## src/rtl/s100_bus_cycle_gen_if.sv

```systemverilog
// Request/response and S-100 bus signals of the master cycle sequencer.
// The master modport is the sequencer; the slave modport is the requester plus bus side.
interface s100_bus_cycle_gen_if;
  logic        req;
  logic [19:0] req_addr;
  logic [7:0]  req_data;
  logic        req_write;
  logic        req_io;
  logic        s100_PRDY;
  logic        s100_XRDY;
  logic [7:0]  s100_DI;
  logic        busy;
  logic        done;
  logic        err;
  logic [7:0]  rd_data;
  logic [19:0] s100_A;
  logic [7:0]  s100_DO;
  logic        s100_pSYNC;
  logic        s100_pSTVAL;
  logic        s100_pDBIN;
  logic        s100_n_pWR;
  logic        s100_sMEMR;
  logic        s100_sMWRT;
  logic        s100_sINP;
  logic        s100_sOUT;

  modport master (
    input  req, req_addr, req_data, req_write, req_io, s100_PRDY, s100_XRDY, s100_DI,
    output busy, done, err, rd_data, s100_A, s100_DO,
           s100_pSYNC, s100_pSTVAL, s100_pDBIN, s100_n_pWR,
           s100_sMEMR, s100_sMWRT, s100_sINP, s100_sOUT
  );

  modport slave (
    output req, req_addr, req_data, req_write, req_io, s100_PRDY, s100_XRDY, s100_DI,
    input  busy, done, err, rd_data, s100_A, s100_DO,
           s100_pSYNC, s100_pSTVAL, s100_pDBIN, s100_n_pWR,
           s100_sMEMR, s100_sMWRT, s100_sINP, s100_sOUT
  );
endinterface

```

## src/rtl/s100_bus_cycle_gen.sv

```systemverilog
// S-100 master bus-cycle sequencer: IDLE -> T1 -> T1S -> T2 -> (TW)* -> T3.
// All outputs are registered from the next-state decode.
module s100_bus_cycle_gen #(
  parameter int MIN_WAIT = 0,
  parameter int TIMEOUT  = 255
) (
  input logic                  pll0_2MHz,
  input logic                  s100_RESET,
  s100_bus_cycle_gen_if.master bus
);
  typedef enum logic [2:0] {IDLE, T1, T1S, T2, TW, T3} state_t;

  localparam logic [7:0] MIN_W = 8'(MIN_WAIT);
  localparam logic [7:0] TMO_W = 8'(TIMEOUT);

  state_t     state, state_nxt;
  logic       pend, lat_write, lat_io, tmo, accept, rdy, wait_st;
  logic       nxt_wait, nxt_stat;
  logic [7:0] cnt;

  assign rdy      = bus.s100_PRDY & bus.s100_XRDY;
  assign wait_st  = (state == T2) || (state == TW);
  assign nxt_wait = (state_nxt == T2) || (state_nxt == TW);
  assign nxt_stat = (state_nxt != IDLE);
  // Request is latched one cycle ahead of T1; pend marks that hand-off cycle.
  assign accept   = bus.req && (state == IDLE) && !pend;

  always_ff @(posedge pll0_2MHz) begin
    if (s100_RESET) state <= IDLE;
    else            state <= state_nxt;
  end

  always_comb begin
    state_nxt = state;
    tmo       = 1'b0;
    case (state)
      IDLE: if (pend) state_nxt = T1;
      T1:   state_nxt = T1S;
      T1S:  state_nxt = T2;
      T2, TW: begin
        if (rdy && cnt >= MIN_W) state_nxt = T3;
        else if (cnt >= TMO_W) begin
          state_nxt = T3;
          tmo       = 1'b1;
        end else state_nxt = TW;
      end
      T3:      state_nxt = IDLE;
      default: state_nxt = IDLE;
    endcase
  end

  always_ff @(posedge pll0_2MHz) begin
    if (s100_RESET) begin
      pend            <= 1'b0;
      lat_write       <= 1'b0;
      lat_io          <= 1'b0;
      cnt             <= '0;
      bus.busy        <= 1'b0;
      bus.done        <= 1'b0;
      bus.err         <= 1'b0;
      bus.rd_data     <= '0;
      bus.s100_A      <= '0;
      bus.s100_DO     <= '0;
      bus.s100_pSYNC  <= 1'b0;
      bus.s100_pSTVAL <= 1'b1;
      bus.s100_pDBIN  <= 1'b0;
      bus.s100_n_pWR  <= 1'b1;
      bus.s100_sMEMR  <= 1'b0;
      bus.s100_sMWRT  <= 1'b0;
      bus.s100_sINP   <= 1'b0;
      bus.s100_sOUT   <= 1'b0;
    end else begin
      pend <= accept;
      if (accept) begin
        lat_write  <= bus.req_write;
        lat_io     <= bus.req_io;
        bus.s100_A <= bus.req_addr;
        if (bus.req_write) bus.s100_DO <= bus.req_data;
      end
      if (state_nxt == T2) cnt <= '0;
      else if (wait_st)    cnt <= cnt + 8'd1;

      bus.busy <= accept || nxt_stat;
      bus.done <= (state_nxt == T3);
      bus.err  <= tmo;
      if (wait_st && state_nxt == T3 && !lat_write)
        bus.rd_data <= tmo ? 8'hFF : bus.s100_DI;

      bus.s100_pSYNC  <= (state_nxt == T1) || (state_nxt == T1S);
      bus.s100_pSTVAL <= (state_nxt != T1S);
      bus.s100_pDBIN  <= nxt_wait && !lat_write;
      bus.s100_n_pWR  <= !(nxt_wait && lat_write);
      bus.s100_sMEMR  <= nxt_stat && !lat_io && !lat_write;
      bus.s100_sMWRT  <= nxt_stat && !lat_io &&  lat_write;
      bus.s100_sINP   <= nxt_stat &&  lat_io && !lat_write;
      bus.s100_sOUT   <= nxt_stat &&  lat_io &&  lat_write;
    end
  end
endmodule

```

## src/flat_wrapper.sv

```systemverilog
// flat-port wrapper written by rule: the top's interface ports become plain ports
module s100_bus_cycle_gen_flat 
#(
  parameter int MIN_WAIT = 0,
  parameter int TIMEOUT  = 255
)
  (pll0_2MHz, s100_RESET, bus_req, bus_req_addr, bus_req_data, bus_req_write, bus_req_io, bus_s100_PRDY, bus_s100_XRDY, bus_s100_DI, bus_busy, bus_done, bus_err, bus_rd_data, bus_s100_A, bus_s100_DO, bus_s100_pSYNC, bus_s100_pSTVAL, bus_s100_pDBIN, bus_s100_n_pWR, bus_s100_sMEMR, bus_s100_sMWRT, bus_s100_sINP, bus_s100_sOUT);
  s100_bus_cycle_gen_if bus_i ();
  input logic pll0_2MHz;
  input logic s100_RESET;
  input wire logic [$bits(bus_i.req)-1:0] bus_req;
  input wire logic [$bits(bus_i.req_addr)-1:0] bus_req_addr;
  input wire logic [$bits(bus_i.req_data)-1:0] bus_req_data;
  input wire logic [$bits(bus_i.req_write)-1:0] bus_req_write;
  input wire logic [$bits(bus_i.req_io)-1:0] bus_req_io;
  input wire logic [$bits(bus_i.s100_PRDY)-1:0] bus_s100_PRDY;
  input wire logic [$bits(bus_i.s100_XRDY)-1:0] bus_s100_XRDY;
  input wire logic [$bits(bus_i.s100_DI)-1:0] bus_s100_DI;
  output wire logic [$bits(bus_i.busy)-1:0] bus_busy;
  output wire logic [$bits(bus_i.done)-1:0] bus_done;
  output wire logic [$bits(bus_i.err)-1:0] bus_err;
  output wire logic [$bits(bus_i.rd_data)-1:0] bus_rd_data;
  output wire logic [$bits(bus_i.s100_A)-1:0] bus_s100_A;
  output wire logic [$bits(bus_i.s100_DO)-1:0] bus_s100_DO;
  output wire logic [$bits(bus_i.s100_pSYNC)-1:0] bus_s100_pSYNC;
  output wire logic [$bits(bus_i.s100_pSTVAL)-1:0] bus_s100_pSTVAL;
  output wire logic [$bits(bus_i.s100_pDBIN)-1:0] bus_s100_pDBIN;
  output wire logic [$bits(bus_i.s100_n_pWR)-1:0] bus_s100_n_pWR;
  output wire logic [$bits(bus_i.s100_sMEMR)-1:0] bus_s100_sMEMR;
  output wire logic [$bits(bus_i.s100_sMWRT)-1:0] bus_s100_sMWRT;
  output wire logic [$bits(bus_i.s100_sINP)-1:0] bus_s100_sINP;
  output wire logic [$bits(bus_i.s100_sOUT)-1:0] bus_s100_sOUT;
  assign bus_i.req = bus_req;
  assign bus_i.req_addr = bus_req_addr;
  assign bus_i.req_data = bus_req_data;
  assign bus_i.req_write = bus_req_write;
  assign bus_i.req_io = bus_req_io;
  assign bus_i.s100_PRDY = bus_s100_PRDY;
  assign bus_i.s100_XRDY = bus_s100_XRDY;
  assign bus_i.s100_DI = bus_s100_DI;
  assign bus_busy = bus_i.busy;
  assign bus_done = bus_i.done;
  assign bus_err = bus_i.err;
  assign bus_rd_data = bus_i.rd_data;
  assign bus_s100_A = bus_i.s100_A;
  assign bus_s100_DO = bus_i.s100_DO;
  assign bus_s100_pSYNC = bus_i.s100_pSYNC;
  assign bus_s100_pSTVAL = bus_i.s100_pSTVAL;
  assign bus_s100_pDBIN = bus_i.s100_pDBIN;
  assign bus_s100_n_pWR = bus_i.s100_n_pWR;
  assign bus_s100_sMEMR = bus_i.s100_sMEMR;
  assign bus_s100_sMWRT = bus_i.s100_sMWRT;
  assign bus_s100_sINP = bus_i.s100_sINP;
  assign bus_s100_sOUT = bus_i.s100_sOUT;
  s100_bus_cycle_gen #(.MIN_WAIT(MIN_WAIT), .TIMEOUT(TIMEOUT)) u_core (.pll0_2MHz(pll0_2MHz), .s100_RESET(s100_RESET), .bus(bus_i));
endmodule
```

## config.mk

```make
export PLATFORM = sky130hd
export DESIGN_NAME = s100_bus_cycle_gen_flat
export DESIGN_NICKNAME = d
export VERILOG_FILES = /design/src/rtl/s100_bus_cycle_gen_if.sv /design/src/rtl/s100_bus_cycle_gen.sv /design/src/flat_wrapper.sv
export SDC_FILE = /design/constraint.sdc
export NUM_CORES = 1
export LEC_CHECK = 0
export ABC_AREA = 0
export CORE_MARGIN = 1.5
export CORE_UTILIZATION = 40
export CTS_BUF_LIST = sky130_fd_sc_hd__clkbuf_4 sky130_fd_sc_hd__clkbuf_8
export CTS_CLUSTER_SIZE = 24
export DETAILED_ROUTE_END_ITERATION = 10
export GPL_TIMING_DRIVEN = 0
export HOLD_SLACK_MARGIN = 0.05
export PLACE_DENSITY = 0.76
export RECOVER_POWER = 50
export SYNTH_ARGS = -nofsm -noshare
export SYNTH_HDL_FRONTEND = slang
export SYNTH_SLANG_ARGS = --single-unit
```

## constraint.sdc

```tcl
create_clock -name pll0_2MHz -period 1.7 [get_ports pll0_2MHz]
set_input_delay 0.255 -clock pll0_2MHz [delete_from_list [all_inputs] [get_ports pll0_2MHz]]
set_output_delay 0.255 -clock pll0_2MHz [all_outputs]
set_load 0.1 [all_outputs]
```

==> summary.log <==
[status] status complete, but fails checks
[status] violations in the final reports negative setup slack
[clock_network] CTS clock-pin slew for the worst setup and hold paths 70 ps
[clock_network] deepest clock path buffer count 2
[setup_path] Slowest-stage cell, CP a2111o_1
[setup_path] worst setup path class flip-flop to flip-flop
[global_routing] global route overflow 0
[layout] Fillers 459
[power] share of power burned in combinational logic 35.3%
[die] Core Footprint 0.00551 mm2
[clock_network] CTS buffer count 9
[route] total wirelength of the detailed-routed design 5980 um
[setup_path] largest fanout on the critical path 8
[die] Die Area 0.00616 mm2
[yosys] syn_area_per_cell 8.84 um2
[power] power share of the clock group 28.2%
[run] total of max-cap violations 0
[power] Switching Power 1800 uW
[route] number of DRC violations after detailed routing 0
[sta] number of max-slew violations in the final report 0
[placement] post-place instance area 0.00326 mm2
[route] Via-to-Cell Ratio 4.96
[setup_path] required time of the critical path 1930 ps
[power] net switching fraction of the power 39.5%
[die] DIE HEIGHT 78.5 um
[yosys] Yosys reg bits 61
[setup_path] slowest stage delay, CP 470 ps
[sta] clk_skew 7.04 ps
[clock_network] total number of clock tree sinks 61
[sta] final setup margin -1.67 ps
[die] Chip Width 78.5 um
[power] Final Power 4540 uW
[yosys] Cells after Synth 258
[sta] transition time at the pin with the least slew margin 610 ps
[die] initial standard-cell utilization of the core 41.4%
[global_routing] vias in the first global route 2,017
[power] Power Dens Cells 1230 mW/mm2
[setup_path] startpoint type of the worst setup path flip-flop
[layout] share of post-route cells with drive strength above 1 26.5%
[yosys] total nets after synthesis 302
[global_routing] initial antenna violation count 0
[yosys] library cells used by synthesis 37
[die] I/O pin cnt 90
[clock_network] clock insertion delay at the later pin of the skew report 330 ps
[sta] Setup Viol. Count Final 1
[sta] fin crit share 100%
[sta] unrepaired setup endpoints after global routing yes
[route] final antenna-violating net count 0
[setup_path] cells along the critical path or3b_4 > a2111o_1 > a2111oi_4
[sta] Max Clk Rate 588 MHz
[route] via count of the routed design 2,193
[power] internal power summed over all cells 2750 uW
[route] Pre-antenna DRT Iters 4
[yosys] share of synthesized area occupied by flip-flops and latches 53.6%
[sta] number of hold violations in the final report 0
[clock_network] CTS H-tree depth 3
[layout] non-filler cells, final 442
[setup_path] Worst setup EP type flip-flop
[yosys] number of warnings printed during yosys synthesis 0
[placement] Final Wtd Congestion 0.786
[global_routing] global-route wire length before repair 9340 um
[power] Peak supply drop 0.746 mV
[layout] Finished Core Util 66.9%
[clock_network] TritonCTS clock tree built
[sta] relative slew slack 59.3%
[placement] placed wire-length estimate 4020 um
[setup_path] Arr. time, crit path 1930 ps
[layout] number of nets in the layout 409
[yosys] Cell Area, Synth 0.00228 mm2
[layout] Syn-to-layout area delta 61.7%
[power] static power due to leakage 0.00134 uW
[power] relative contribution of sequential cells to total power 36.4%
[route] number of DRC markers in iteration 0 82
[clock_network] count of hold-fix buffers inserted at cts 0
[placement] number of buffers inserted by port buffering 88
[placement] post-placement cell count 418
[sta] min Tclk post-route 1700 ps
[route] average routed wire per standard cell 13.5 um
[global_routing] global-route usage over all layers 19.3%
[layout] antenna fix cells 0
[global_routing] largest net degree at the start of global routing 11
[die] floorplan row count 27
[clock_network] root buf cell clkbuf_8
[layout] Design Area, Final 0.00369 mm2
[hold_path] kind of path behind the tightest hold check primary input to flip-flop
==> cells by family (layout without fill, tap and decap cells) <==
kind of cell	after synthesis	count (layout)	share of synthesized area [%]
compound gates	51	51	14.8
xor+xnor	8	8	3.07
fa+ha+maj	1	1	0.549
buf+inv	19	131	3.79
flops	61	61	53.6
mux	2	2	0.933
simple gates	116	116	23.3
==> per-stage QoR <==
stage	setup TNS (ps)	setup slack [ps]	hold WS, ps
finish	-1.67	-1.67	350
global route	-281	-87.4	362
global placement	-7660	-362	442
floorplan	-10.9	-10.9	391
CTS	-752	-163	341
detailed placement	-8150	-373	448
==> Yosys cell counts <==
master,n,area share [%]
or3b_1,1,0.38
dfxtp_1,61,54
a2111oi_1,1,0.44
nor4_1,1,0.27
o2111ai_1,2,0.77
a21oi_1,31,6.8
a2bb2oi_1,8,3.1
o21ai_0,1,0.22
xor2_1,3,1.2
a31oi_1,1,0.27
nor3_2,1,0.44
nand2_1,57,9.4
buf_2,3,0.66
nor3_1,5,1.1
and3b_1,1,0.38
xnor2_1,5,1.9
mux2i_1,1,0.44
clkbuf_1,12,2.0
mux2_2,1,0.49
nor2_1,19,3.1
nand3b_1,1,0.33
buf_6,1,0.49
and3_1,2,0.55
or2_2,3,0.82
nand2b_1,10,2.7
a2111o_1,1,0.49
nand4_1,2,0.55
or3_1,1,0.27
nor3b_1,3,0.99
a2111oi_2,2,1.3
ha_1,1,0.55
a211oi_1,2,0.66
o31ai_1,1,0.33
o32ai_1,1,0.38
inv_1,2,0.33
nand3_1,9,2.0
buf_4,1,0.33
==> power groups by stage <==
stage	Sequential [uW]	Clock (uW)	Combinational (uW)
after CTS	1650	1310	1530
after floorplan	2430	0	382
final	1660	1280	1610
after detailed placement	1650	0	1560
after global placement	1650	0	1550
after global routing	1670	1370	1680
==> state kept, by name, indices dropped and copies added (netlist names) <==
register,cells
u_core.bus.done,1
u_core.bus.s100_pDBIN,1
u_core.pend,1
u_core.bus.rd_data,8
u_core.bus.err,1
u_core.cnt,8
u_core.bus.s100_DO,8
u_core.lat_write,1
u_core.bus.s100_pSTVAL,1
u_core.state,3
u_core.bus.s100_sINP,1
u_core.bus.s100_A,20
u_core.bus.s100_sMWRT,1
u_core.bus.s100_pSYNC,1
u_core.bus.s100_sOUT,1
u_core.lat_io,1
u_core.bus.busy,1
u_core.bus.s100_n_pWR,1
u_core.bus.s100_sMEMR,1
==> path summary, 6_finish.rpt <==
check / to / slack (ps) / cells past startpoint / start
min reg2reg: u_core.bus.s100_A[17] / 450 / 2 / u_core.bus.s100_A[17]
max reg2reg: u_core.bus.s100_pSYNC / -2 / 3 / u_core.state[0]
max: u_core.bus.s100_pSYNC / -2 / 3 / u_core.state[0]
min: u_core.bus.s100_DO[1] / 350 / 3 / bus_req_write
==> cell usage in the layout (no fill, tap or decap), types with 10 or more instances in the layout <==
| master | count |
|---|---|
| dfxtp_1 | 58 |
| nand2_1 | 57 |
| clkdlybuf4s15_2 | 47 |
| clkdlybuf4s50_1 | 41 |
| a21oi_1 | 31 |
| nor2_1 | 16 |
| buf_4 | 12 |
| nand2b_1 | 10 |
| clkbuf_1 | 10 |
| clkbuf_8 | 10 |
==> layout make-up <==
class / count / area [um2] / area share (%)
clock inverters: 4 / 47.5 / 1.29
repair buffers: 101 / 1040 / 28.2
multi-input cells: 178 / 1060 / 28.8
plain buffers: 12 / 52.6 / 1.43
clock buffers: 12 / 153 / 4.14
well taps: 72 / 90.1 / 2.44
flip-flops and latches: 61 / 1230 / 33.4
inverters: 2 / 7.51 / 0.204
==> critical path: cells and delay by family (launching register included) <==
kind | cells | cell delay, ps
AO/OA/AOI/OAI | 2 | 800
AND/OR/NAND/NOR | 1 | 420
flip-flops | 1 | 380
==> metal layers <==
| metal | vias up | routed length [um] | global-route usage [%] |
|---|---|---|---|
| li1 | 1087 | - | - |
| met1 | 1035 | 2580 | 23.5 |
| met2 | 64 | 3060 | 32.8 |
| met3 | 7 | 265 | 4.30 |
| met4 | 0 | 79 | 7.68 |
| met5 | - | 0 | 0 |
==> repair_timing <==
action                                  CTS  global route
endpoints found under the hold margin     0             0
gates resized for setup                 155            15
gates cloned                              0             0
endpoints found under the setup margin   72            46
pin swaps                                 4             4
setup buffers                             5             8
Power figures use the tool's default switching activity.
